[src/rtl/detect_window_ctrl.sv]
// detect_window_ctrl
// Windowed serial pattern detector. A start request latches a pattern and a
// window length. The block then consumes exactly win_len valid bits and counts
// pattern occurrences among them. A one-cycle done pulse ends the window.
// Optional build macro: DETECT_NONOVERLAP_EN. When it is defined, a match
// empties the fill counter, so consecutive matches cannot share bits.
module detect_window_ctrl #(
    parameter int PAT_W = 4,
    parameter int WIN_W = 8,
    parameter int CNT_W = 8
) (
    input  logic             clk,
    input  logic             rst,
    input  logic             start,
    input  logic             abort,
    input  logic [PAT_W-1:0] pattern,
    input  logic [WIN_W-1:0] win_len,
    input  logic             x_valid,
    input  logic             x,
    output logic             busy,
    output logic             match,
    output logic             done,
    output logic [CNT_W-1:0] match_cnt,
    output logic             ovf
);

    localparam int                FILL_W    = $clog2(PAT_W + 1);
    localparam logic [FILL_W-1:0] FILL_FULL = FILL_W'(PAT_W);
    localparam logic [CNT_W-1:0]  CNT_MAX   = '1;

    typedef enum logic [1:0] {IDLE, RUN, DONE} state_t;

    state_t            state_reg, state_next;
    logic [PAT_W-1:0]  sr_reg, sr_next, sr_shift;
    logic [PAT_W-1:0]  pat_reg, pat_next;
    logic [FILL_W-1:0] fill_reg, fill_next, fill_inc;
    logic [WIN_W-1:0]  len_reg, len_next;
    logic [WIN_W-1:0]  bit_reg, bit_next, bit_inc;
    logic [CNT_W-1:0]  cnt_reg, cnt_next;
    logic              ovf_reg, ovf_next;
    logic              match_reg, match_next;
    logic              done_reg, done_next;
    logic              busy_reg, busy_next;
    logic              hit;

    // Shift register candidate: the new bit enters at the LSB, so the oldest
    // bit moves toward the MSB.
    assign sr_shift[0] = x;
    generate
        for (genvar gi = 1; gi < PAT_W; gi++) begin : g_shift
            assign sr_shift[gi] = sr_reg[gi-1];
        end
    endgenerate

    // Fill saturates at PAT_W, so a full register stays eligible for the
    // overlapping matches that follow.
    assign fill_inc = (fill_reg == FILL_FULL) ? FILL_FULL : fill_reg + 1'b1;
    assign bit_inc  = bit_reg + 1'b1;
    assign hit      = (fill_inc == FILL_FULL) && (sr_shift == pat_reg);

    // Next-state and datapath decode; abort outranks the bit and the window end.
    always_comb begin
        state_next = state_reg;
        sr_next    = sr_reg;
        pat_next   = pat_reg;
        fill_next  = fill_reg;
        len_next   = len_reg;
        bit_next   = bit_reg;
        cnt_next   = cnt_reg;
        ovf_next   = ovf_reg;
        match_next = 1'b0;
        case (state_reg)
            IDLE: begin
                if (start) begin
                    pat_next   = pattern;
                    len_next   = win_len;
                    sr_next    = '0;
                    fill_next  = '0;
                    bit_next   = '0;
                    cnt_next   = '0;
                    ovf_next   = 1'b0;
                    state_next = (win_len == '0) ? DONE : RUN;
                end
            end
            RUN: begin
                if (abort) begin
                    state_next = IDLE;
                end else if (x_valid) begin
                    sr_next   = sr_shift;
                    fill_next = fill_inc;
                    bit_next  = bit_inc;
                    if (hit) begin
                        match_next = 1'b1;
                        if (cnt_reg == CNT_MAX) begin
                            ovf_next = 1'b1;
                        end else begin
                            cnt_next = cnt_reg + 1'b1;
                        end
`ifdef DETECT_NONOVERLAP_EN
                        fill_next = '0;
`endif
                    end
                    if (bit_inc == len_reg) begin
                        state_next = DONE;
                    end
                end
            end
            DONE: begin
                state_next = IDLE;
            end
            default: begin
                state_next = IDLE;
            end
        endcase
        busy_next = (state_next == RUN);
        done_next = (state_next == DONE);
    end

    // State, datapath and registered outputs.
    always_ff @(posedge clk) begin
        if (rst) begin
            state_reg <= IDLE;
            sr_reg    <= '0;
            pat_reg   <= '0;
            fill_reg  <= '0;
            len_reg   <= '0;
            bit_reg   <= '0;
            cnt_reg   <= '0;
            ovf_reg   <= 1'b0;
            match_reg <= 1'b0;
            done_reg  <= 1'b0;
            busy_reg  <= 1'b0;
        end else begin
            state_reg <= state_next;
            sr_reg    <= sr_next;
            pat_reg   <= pat_next;
            fill_reg  <= fill_next;
            len_reg   <= len_next;
            bit_reg   <= bit_next;
            cnt_reg   <= cnt_next;
            ovf_reg   <= ovf_next;
            match_reg <= match_next;
            done_reg  <= done_next;
            busy_reg  <= busy_next;
        end
    end

    assign busy      = busy_reg;
    assign match     = match_reg;
    assign done      = done_reg;
    assign match_cnt = cnt_reg;
    assign ovf       = ovf_reg;

endmodule

[config.mk]
export PLATFORM = sky130hd
export DESIGN_NAME = detect_window_ctrl
export DESIGN_NICKNAME = d
export VERILOG_FILES = /design/src/rtl/detect_window_ctrl.sv
export SDC_FILE = /design/constraint.sdc
export NUM_CORES = 1
export LEC_CHECK = 0
export CORE_MARGIN = 2
export CORE_UTILIZATION = 45
export DETAILED_ROUTE_END_ITERATION = 8
export GPL_TIMING_DRIVEN = 1
export PLACE_DENSITY = 0.67
export SYNTH_ARGS = -nofsm -noshare
export SYNTH_HDL_FRONTEND = slang
export SYNTH_SLANG_ARGS = --single-unit
[constraint.sdc]
create_clock -name clk -period 2.32 [get_ports clk]
set_input_delay 0.464 -clock clk [delete_from_list [all_inputs] [get_ports clk]]
set_output_delay 0.464 -clock clk [all_outputs]
set_load 0.01 [all_outputs]
## After elaboration in Yosys (flattened, before gate mapping)

Index checks and enable logic that the tools add are counted.

| word-level totals | value |
|---|---|
| bits in registers | 40 |
| input bits | 18 |
| output and inout port bits | 12 |
| logic and storage cells | 70 |

| cells by class | value |
|---|---|
| add/subtract/negate cells | 3 |
| equal/unequal tests | 14 |
| multiplexer cells | 31 |
| bitwise gates (word level) | 2 |
| reduce and logical (&&, ||, !) cells | 9 |

Operators by type and width:

| kind | number |
|---|---|
| $mux W8 | 7 |
| $pmux W8 S2 | 2 |
| $mux W3 | 7 |
| $add A8 B1 Y8 const B | 2 |
| $ne A2 B2 Y1 const B | 6 |
| $pmux W3 S2 | 2 |
| $reduce_and A6 Y1 | 2 |
| $mux W2 | 5 |
| $eq A8 B8 Y1 | 1 |
| $eq A8 B8 Y1 const B | 1 |
| $logic_not A8 Y1 | 1 |
| $eq A3 B3 Y1 const B | 2 |
| $mux W1 | 6 |
| $eq A2 B1 Y1 const B | 2 |
| $eq A4 B4 Y1 | 1 |
| $pmux W2 S2 | 1 |
| $reduce_and A4 Y1 | 1 |
| $reduce_or A4 Y1 | 1 |
| $add A3 B1 Y3 const B | 1 |
| $eq A2 B2 Y1 const B | 1 |
| $logic_not A2 Y1 | 1 |
| $not A1 Y1 | 2 |
| $pmux W1 S2 | 1 |
| $reduce_and A2 Y1 | 1 |
| other kinds (2) | 2 |

## Depth between registers and ports, before layout

| depth | value |
|---|---|
| depth after elaboration | 8 |
| mapped depth | 8 |
| mapped depth without buffers | 7 |

## Worst setup path after synthesis

No wires, ideal clock.

| path | value |
|---|---|
| kind | flip-flop to flip-flop |
| start | reg bit_reg[0] |
| end | reg busy_reg, in the netlist busy |
| setup time | 128 ps |
| arrival time | 1733 ps |
| data required time | 2192 ps |
| setup slack | 459 ps |
| stages on the path, launching flop included | 9 |
| buffers on the path | 1 |
| period minus slack after synthesis | 1861 ps |
| path through | dfxtp_1 -> ha_1 -> buf_2 -> nand3b_1 -> a221oi_1 -> a21oi_1 -> a2111oi_2 -> o32a_1 -> nor2_1 |

| between the ends | value |
|---|---|
| longest elaborated chain between the ends | 7 |

Ends and longest elaborated chain:

| element | line | source |
|---|---|---|
| from (decl) | 38 | `logic [WIN_W-1:0] bit_reg, bit_next, bit_inc;` |
| from (signal assigned) | 139 | `bit_reg <= bit_next;` |
| $add A8 B1 Y8 | 58 | `assign bit_inc = bit_reg + 1'b1;` |
| $eq A8 B8 Y1 | 103 | `if (bit_inc == len_reg) begin` |
| $mux W2 | 103 |  |
| $mux W2 | 88 | `end else if (x_valid) begin` |
| $mux W2 | 86 | `if (abort) begin` |
| $pmux W2 S2 | 72 | `case (state_reg)` |
| $eq A2 B1 Y1 | 115 | `busy_next = (state_next == RUN);` |
| to (signal assigned) | 144 | `busy_reg <= busy_next;` |
| to (decl) | 43 | `logic busy_reg, busy_next;` |

Every way passes these cells.
A chain may end at the register's enable or synchronous reset.

## Worst setup path after layout

| path | value |
|---|---|
| start | reg bit_reg[1] |
| end | reg busy_reg, in the netlist busy |

Same word-level chain as after synthesis.

==> flow_summary.toml <==
[status]
run_status = "complete, no violations"

[pwr]
vdd.ir_drop.worst_mv = 0.457
report.power.total_mw = 1.49
leakage_nw = 0.915
power_density_nw_per_um2 = 609

[floorplan]
dieWidth_um = 69.9
floorplan.io_pins = 30
fp.dieArea_um2 = 4890
core_area_um2 = 4090
placement_rows = 23
floorplan.initialDensity_pct = 47.9
die_y_um = 69.9

[sta]
pins_over_slew_limit = 0
fin_crit_sh_pct = 89.5
tightest_slew_ns = 0.465
finalHoldWorstSlack_ns = 0.473
fmax_ghz = 0.482
timing.max_slew.rel_slack_pct = 69.0
timing.setup.tns_ns = 0
rsz0062_at_grt = "false"
minimum_clock_period_after_layout_ns = 2.08
timing.final.hold_violations = 0
skew_ns = 0.00703
timing.final.setup_violations = 0

[layout]
final_core_utilization_pct = 59.8
post-route-cell-area_um2 = 2440
post_route_cells_drive_above_1_share_pct = 6.83
area.growth.synth_to_final_pct = 25.0
num_antenna_cells = 0
final_nets = 299

[clock_tree]
cts_hold_repair.buffers = 0
cts.path.max_buffers = 2
post_cts.repair.setup_buffers = 0
cts-buffers-inserted = 5
clock_tree.htree_level_count = 2
clkSinkCount = 40
cts_root_buffer = "sky130_fd_sc_hd__clkbuf_8"
post_cts_resized = 0
tritoncts_clock_tree = "yes"
cts.reportedPaths.clkPinSlew_ns = 0.08
worstSkewPairLatency_ns = 0.29

[worst_hold_path]
hold_path_end = "ovf"
hold_start = "ovf"
worstHoldPathCells = 2
holdCritPathClass = "flop to flop"

[synthesis]
synthesis.yosys.warnings = 0
async_set_or_reset_flop_fraction_in_the_synthesized_netlist_pct = 0
post-synth-top-area-fraction_pct = 40.9
syn_area_um2 = 1960
synth_area_leaders = "sky130_fd_sc_hd__dfxtp_1 (41%), sky130_fd_sc_hd__a21oi_1 (7.7%), sky130_fd_sc_hd__nand2_1 (7.5%)"
postSynthCellCount = 244
yosys.cell_types.count = 38
synth_top_area_cell = "sky130_fd_sc_hd__dfxtp_1"
synth-edff-count = 0
postSynthNetCount = 266
synth_sequential_area_ratio_pct = 40.9
postSynthRegisterBits = 40
syn-mean-instance-area_um2 = 8.01
synth-main-ff-cell = "sky130_fd_sc_hd__dfxtp_1"

[route]
first_pass_iters = 4
detail_route.wl_per_cell_um = 13.0
count_of_antenna_violating_nets_left_after_detailed_routing = 0
vias = 1790
drc_violations_left = 0
avgViaCountPerCell = 5.46
routed_wirelength_um = 4280
drt_first_iter_violations = 77

[place]
io_buffer_count = 29
finalWeightedCongestion = 0.877
post-dp-hpwl_um = 3190
detailed_place.area_um2 = 2320

[setup_path]
type_of_destination_of_the_critical_path = "flop"
worstPathArrival_ns = 2.26
cp_data_required_time_ns = 2.51
critical_path.reg2reg.endpoint = "busy"
setup.reg_to_reg.worst_slack_ns = 0.24
cp_max_fo = 11
critical_path_class = "flop to flop"
worstRegToRegCells = 7
critical_path.reg2reg.startpoint = "bit_reg[1]"
setup.worst_path.start_class = "flop"

[grt]
global_route.usage.total_pct = 19.1
grt_start_max_net_pins = 19
grt_first_pass_wirelength_um = 7560
global_route.overflow_total = 0
first_global_vias = 1718
antenna_found_initial = 0

[flow_run]
cap_violations = 0
[layout make-up]
| type | count | area, um2 |
|---|---|---|
| flip-flops and latches | 40 | 801 |
| inverters | 2 | 7.51 |
| well taps | 50 | 62.6 |
| repair buffers | 37 | 350 |
| multi-input cells | 191 | 1100 |
| fillers | 380 | 1640 |
| clock buffers | 7 | 96.3 |
| clock inverters | 1 | 30.0 |
[critical path, stage by stage, from the launching register on]
cell and delay [ns]:
sky130_fd_sc_hd__dfxtp_1 0.43, sky130_fd_sc_hd__ha_1 0.42, sky130_fd_sc_hd__nand3b_1 0.12, sky130_fd_sc_hd__a221oi_1 0.29
sky130_fd_sc_hd__a21oi_1 0.11, sky130_fd_sc_hd__a2111oi_2 0.34, sky130_fd_sc_hd__o32a_1 0.21, sky130_fd_sc_hd__nor2_1 0.04
[layer usage]
metal	vias to the layer above	track usage (%)	wire length (um)
met5	-	0	0
met4	0	8.12	78
met3	9	3.46	195
met2	39	31.3	1980
met1	825	24.5	2020
li1	917	-	-
[cells by family (layout without fill, tap and decap cells)]
logic type / after synthesis / count (layout) / synth area share (%)
buffers and inverters: 13 / 47 / 2.94
and+or+nand+nor: 115 / 115 / 28.2
AOI/OAI and AO/OA: 53 / 53 / 16.9
xor gates and xnor gates: 19 / 19 / 8.51
DFF: 40 / 40 / 40.9
adders and majority gates: 4 / 4 / 2.56
[placed cells by master (no fill, tap or decap), drive strengths merged, types with 2 or more instances in the layout]
cell type	instances
or3	2
nand3	13
a211oi	3
and2	5
nand3b	2
or4	2
a21oi	30
a22oi	3
and4	2
dfxtp	40
inv	2
nor2	30
xor2	14
nand2b	6
o21ai	6
ha	4
and4b	2
nor3	4
buf	8
xnor2	5
nand2	39
nor3b	2
clkdlybuf4s50	29
a21o	2
nand4	4
clkbuf	7
[synthesized netlist by cell type (2+ instances only)]
| cell type | count |
|---|---|
| sky130_fd_sc_hd__nand3b_1 | 2 |
| sky130_fd_sc_hd__and2_1 | 5 |
| sky130_fd_sc_hd__o21ai_0 | 6 |
| sky130_fd_sc_hd__nand2b_1 | 6 |
| sky130_fd_sc_hd__nor3_1 | 4 |
| sky130_fd_sc_hd__clkbuf_1 | 8 |
| sky130_fd_sc_hd__a211oi_1 | 3 |
| sky130_fd_sc_hd__xnor2_1 | 5 |
| sky130_fd_sc_hd__buf_4 | 2 |
| sky130_fd_sc_hd__or3_1 | 2 |
| sky130_fd_sc_hd__a21o_1 | 2 |
| sky130_fd_sc_hd__nand3_1 | 12 |
| sky130_fd_sc_hd__nor2_1 | 30 |
| sky130_fd_sc_hd__nand4_1 | 4 |
| sky130_fd_sc_hd__a22oi_1 | 3 |
| sky130_fd_sc_hd__and4_1 | 2 |
| sky130_fd_sc_hd__nor3b_1 | 2 |
| sky130_fd_sc_hd__or4_1 | 2 |
| sky130_fd_sc_hd__xor2_1 | 14 |
| sky130_fd_sc_hd__nand2_1 | 39 |
| sky130_fd_sc_hd__inv_1 | 2 |
| sky130_fd_sc_hd__and4b_1 | 2 |
| sky130_fd_sc_hd__ha_1 | 4 |
| sky130_fd_sc_hd__a21oi_1 | 30 |
| sky130_fd_sc_hd__dfxtp_1 | 40 |
[worst max-delay path by stage]
stage	slack, ns	end	depth (start not counted)	start
after CTS	0.24	busy	7	bit_reg[1]
after global routing	0.1	busy	7	bit_reg[1]
after floorplan	0.46	busy	8	bit_reg[0]
final	0.24	busy	7	bit_reg[1]
after global placement	0.16	match_cnt[5]	7	x
after detailed placement	0.14	match_cnt[4]	7	x
[power by group]
part           total [mW]  switching (mW)  internal (mW)  leakage, nW
sequential          0.716          0.0129          0.703        0.325
clock               0.623           0.244          0.380       0.0645
combinational       0.149          0.0783         0.0707        0.526
[through the flow]
step                      instances  setup WS [ns]
after CTS                       328          0.244
after global placement          320          0.157
after global routing            328         0.0984
after detailed placement        320          0.140
after floorplan                 244          0.459
final                           328          0.243
Note: power is estimated with default switching activity, not from simulation.
==> variant 1 (config.mk and constraints unchanged) <==
`CNT_W`: 8 -> 6.
--- a/src/rtl/detect_window_ctrl.sv
+++ b/src/rtl/detect_window_ctrl.sv
@@ -8,5 +8,5 @@
     parameter int PAT_W = 4,
     parameter int WIN_W = 8,
-    parameter int CNT_W = 8
+    parameter int CNT_W = 6
 ) (
     input  logic             clk,
Interface: changed (resized match_cnt); port bits go from 30 to 28. No check against the original RTL was run, so the function may have changed too.
==> variant 1 against the unedited design <==
Power shrank 4.6%; setup slack lost 0.077 ns; critical endpoint unchanged; sequential cell count shrank 2; routed wire length is 3.4% higher; sequential share of layout area shrank 1.9 points; hold slack got worse by 0.0095 ns; design area grew 0.97%; synthesized area is 0.58% lower.
==> variant 1: results <==
export IMPL_status="complete, no violations"
export IMPL_met3_length_um=119
export IMPL_synth_cells=236
export IMPL_synthMuxAreaShare_pct=0.515
export IMPL_leakagePower_uw=0.000917
export IMPL_portBuffers=27
export IMPL_r2r_setup_slack_ns=0.17
export IMPL_min_from="pat_reg[2]$_SDFFE_PP0P_"
export IMPL_wl_um=4420
export IMPL_synthAdderAreaFrac_pct=2.57
export IMPL_crit_family="simple AND/OR/NAND/NOR gates"
export IMPL_use_met2_pct=31.3
export IMPL_synth_area_top_cells="dfxtp_1, nand2_1, nor2_1"
export IMPL_skew_ns=0.00515
export IMPL_tightestPinTransition_ns=0.485
export IMPL_grt_first_pass_wirelength_um=7650
export IMPL_drive_gt1_share_pct=10.8
export IMPL_gp_congestion=0.848
export IMPL_pre_cts_ws_ns=0.0333
export IMPL_multi_input_area_um2=1130
export IMPL_netlist_cell_type_count=48
export IMPL_r2r_start="bit_reg[0]$_SDFFE_PP0P_"
export IMPL_buf_share_pct=15.2
export IMPL_max_stage_delay_ns=0.45
export IMPL_ir_drop_v=0.000386
export IMPL_signal_buffers=41
export IMPL_route_met2_wl_um=2030
export IMPL_grt_use_met1_pct=25.7
export IMPL_fillCellCount=376
export IMPL_dp_hpwl_um=3300
export IMPL_route_vias_total=1802
export IMPL_hold_end="pat_reg[2]$_SDFFE_PP0P_"
export IMPL_synth_compound_area_share_pct=17.6
export IMPL_holdWs_ns=0.464
-- variant 1: cell count changes after synthesis, sizes merged, moves of 4 or more --
| cell | unedited run | this run |
|---|---|---|
| a21oi | 30 | 20 |
| nand2 | 39 | 32 |
| o21ai | 6 | 12 |
| xor2 | 14 | 8 |
| inv | 2 | 7 |
| and2 | 5 | 1 |
| and3 | 1 | 5 |
| nand2b | 6 | 2 |
| nand3 | 13 | 9 |
-- variant 1: report_power, final --
| part | leakage [µW] | switching (µW) | total [µW] | internal, µW |
|---|---|---|---|---|
| Combinational | 0.000559 | 79.9 | 161 | 81.1 |
| Sequential | 0.000309 | 14.6 | 684 | 669 |
| Clock | 0.0000504 | 256 | 575 | 320 |
| Total | 0.000917 | 350 | 1420 | 1070 |
-- variant 1: repair_timing --
item	4_1_cts	5_1_grt
endpoints found under the setup margin	0	4
hold buffers	0	0
gates resized for setup	0	1
==> variant 2 (same flow settings) <==
Without the edit above. Remove the register `busy_reg`: a continuous assignment takes its place, so the output `busy` follows one clock earlier.
--- a/src/rtl/detect_window_ctrl.sv
+++ b/src/rtl/detect_window_ctrl.sv
@@ -130,5 +130,4 @@
             match_reg <= 1'b0;
             done_reg  <= 1'b0;
-            busy_reg  <= 1'b0;
         end else begin
             state_reg <= state_next;
@@ -142,7 +141,8 @@
             match_reg <= match_next;
             done_reg  <= done_next;
-            busy_reg  <= busy_next;
         end
     end
+
+    assign busy_reg = busy_next;
 
     assign busy      = busy_reg;
Function: changed (a bounded check fails within 4 cycles, from zero or initial values and one cycle with rst high).
==> variant 2 against the unedited design <==
The run now ends with setup timing left; clock power fell by 32%; count of clock-buffer cells in the layout fell by 1; non-clock buffer count rose by 21; sequential cell count fell by 1; synthesized area rose by 1.7%; largest cell class unchanged; clock skew rose by 0.0014 ns; design area rose by 6.9%; routed wire length rose by 12%; synthesized cell count rose by 2.9%; setup slack got worse by 0.55 ns; maximum frequency fell by 21%; power fell by 14%; sequential share of layout area fell by 2.7 points.
==> variant 2: results <==
export IMPL_setup_tns_ns=-0.306
export IMPL_synthAdderAreaFrac_pct=3.02
export IMPL_yosys_top_cells_count="dfxtp_1, nand2_1, nor2_1, a21oi_1, nand3_1"
export IMPL_drtPass1Iterations=4
export IMPL_fillCellCount=410
export IMPL_setup_violations=1
export IMPL_viasPerCell=5.40
export IMPL_synth_fp_nets=273
export IMPL_placed_area_um2=2540
export IMPL_hold_path_depth=2
export IMPL_nets=322
export IMPL_setup_ws_ns=-0.306
export IMPL_min_from="pat_reg[0]$_SDFFE_PP0P_"
export IMPL_crit_family="simple AND/OR/NAND/NOR gates"
export IMPL_synth_cells=251
export IMPL_skew_ns=0.00841
export IMPL_r2r_start="fill_reg[0]$_SDFFE_PP0P_"
export IMPL_crit_fanout=3
export IMPL_max_stage_delay_ns=0.50
export IMPL_synth_area_top_cells="dfxtp_1, nand2_1, a21oi_1"
export IMPL_synth_yosys_seq_area_share_pct=39.3
export IMPL_async_flop_share_pct=0
export IMPL_netlist_cell_type_count=45
export IMPL_violations="setup timing"
export IMPL_hold_end="pat_reg[0]$_SDFFE_PP0P_"
export IMPL_drtIter0Drc=91
export IMPL_route_met2_wl_um=2180
export IMPL_pre_cts_ws_ns=-0.483
export IMPL_rr_worst_depth=8
export IMPL_m1WireLength_um=2300
export IMPL_cp_arrival_ns=2.16
export IMPL_r2r_end="match_cnt[6]$_SDFFE_PP0P_"
export IMPL_leakagePower_uw=0.00101
export IMPL_holdWs_ns=0.466
export IMPL_status="finished, violations left"
export IMPL_grt_pass1_vias=1664
export IMPL_ir_drop_v=0.000298
export IMPL_grt_total_usage_pct=20.6
export IMPL_stdcell_count=351
export IMPL_dp_hpwl_um=3460
export IMPL_synth_compound_area_share_pct=13.8
export IMPL_tightestPinTransition_ns=0.415
export IMPL_cts_buffers=5
export IMPL_grt_max_degree=16
export IMPL_synthMuxAreaShare_pct=0.503
export IMPL_met3_length_um=255
export IMPL_crit_path_top_delay_cell="or4_4"
export IMPL_yosys_most_used_dff="dfxtp_1"
export IMPL_dp_cells=345
export IMPL_drive_gt1_share_pct=14.7
variant 2: kinds of logic after synthesis:
family          Yosys count
fa+ha+maj                 5
flops                    39
simple gates            121
mux                       1
buf+inv                  20
xor+xnor                 19
compound gates           46
variant 2: how the worst max path moves through the flow:
stage / startpoint / endpoint / cells after the start / slack, ns
floorplan: bit_reg[0]$_SDFFE_PP0P_ / busy / 7 / 0.01
global placement: x_valid / busy / 6 / -0.48
detailed placement: x_valid / busy / 6 / -0.48
CTS: bit_reg[1]$_SDFFE_PP0P_ / busy / 8 / -0.31
global route: bit_reg[1]$_SDFFE_PP0P_ / busy / 9 / -0.43
finish: bit_reg[1]$_SDFFE_PP0P_ / busy / 8 / -0.31
variant 2: layout make-up:
class / instances / area (µm²) / area share [%]
Clock buffer: 6 / 72.6 / 2.78
Inverter: 4 / 15.0 / 0.574
Multi-Input combinational cell: 192 / 1160 / 44.4
Sequential cell: 39 / 786 / 30.1
Tap cell: 52 / 65.1 / 2.49
Timing Repair Buffer: 58 / 515 / 19.7
variant 2: metal layers:
layer / track usage [%] / vias to the layer above
met2: 30.9 / 52
met3: 4.91 / 4
li1: - / 971
met4: 6.41 / 0
met1: 29.1 / 867
met5: 0 / -
variant 2: report_power, final:
group	leakage, µW	internal, µW	switching, µW
clock	0.0000371	200	221
combinational	0.000652	77.7	81.9
sequential	0.000318	684	12.1
variant 2: tightest hold or removal path, stage by stage, from the launching register on:
cell,delay (ns)
dfxtp_1,0.32
nand2_1,0.05
a21oi_1,0.05
variant 2: repair_timing:
item                       4_1_cts  5_1_grt
pin swaps                        1        0
buffers inserted                 0        0
setup endpoints to repair        1        1
hold endpoints to repair         0        0
resized for setup                8        0
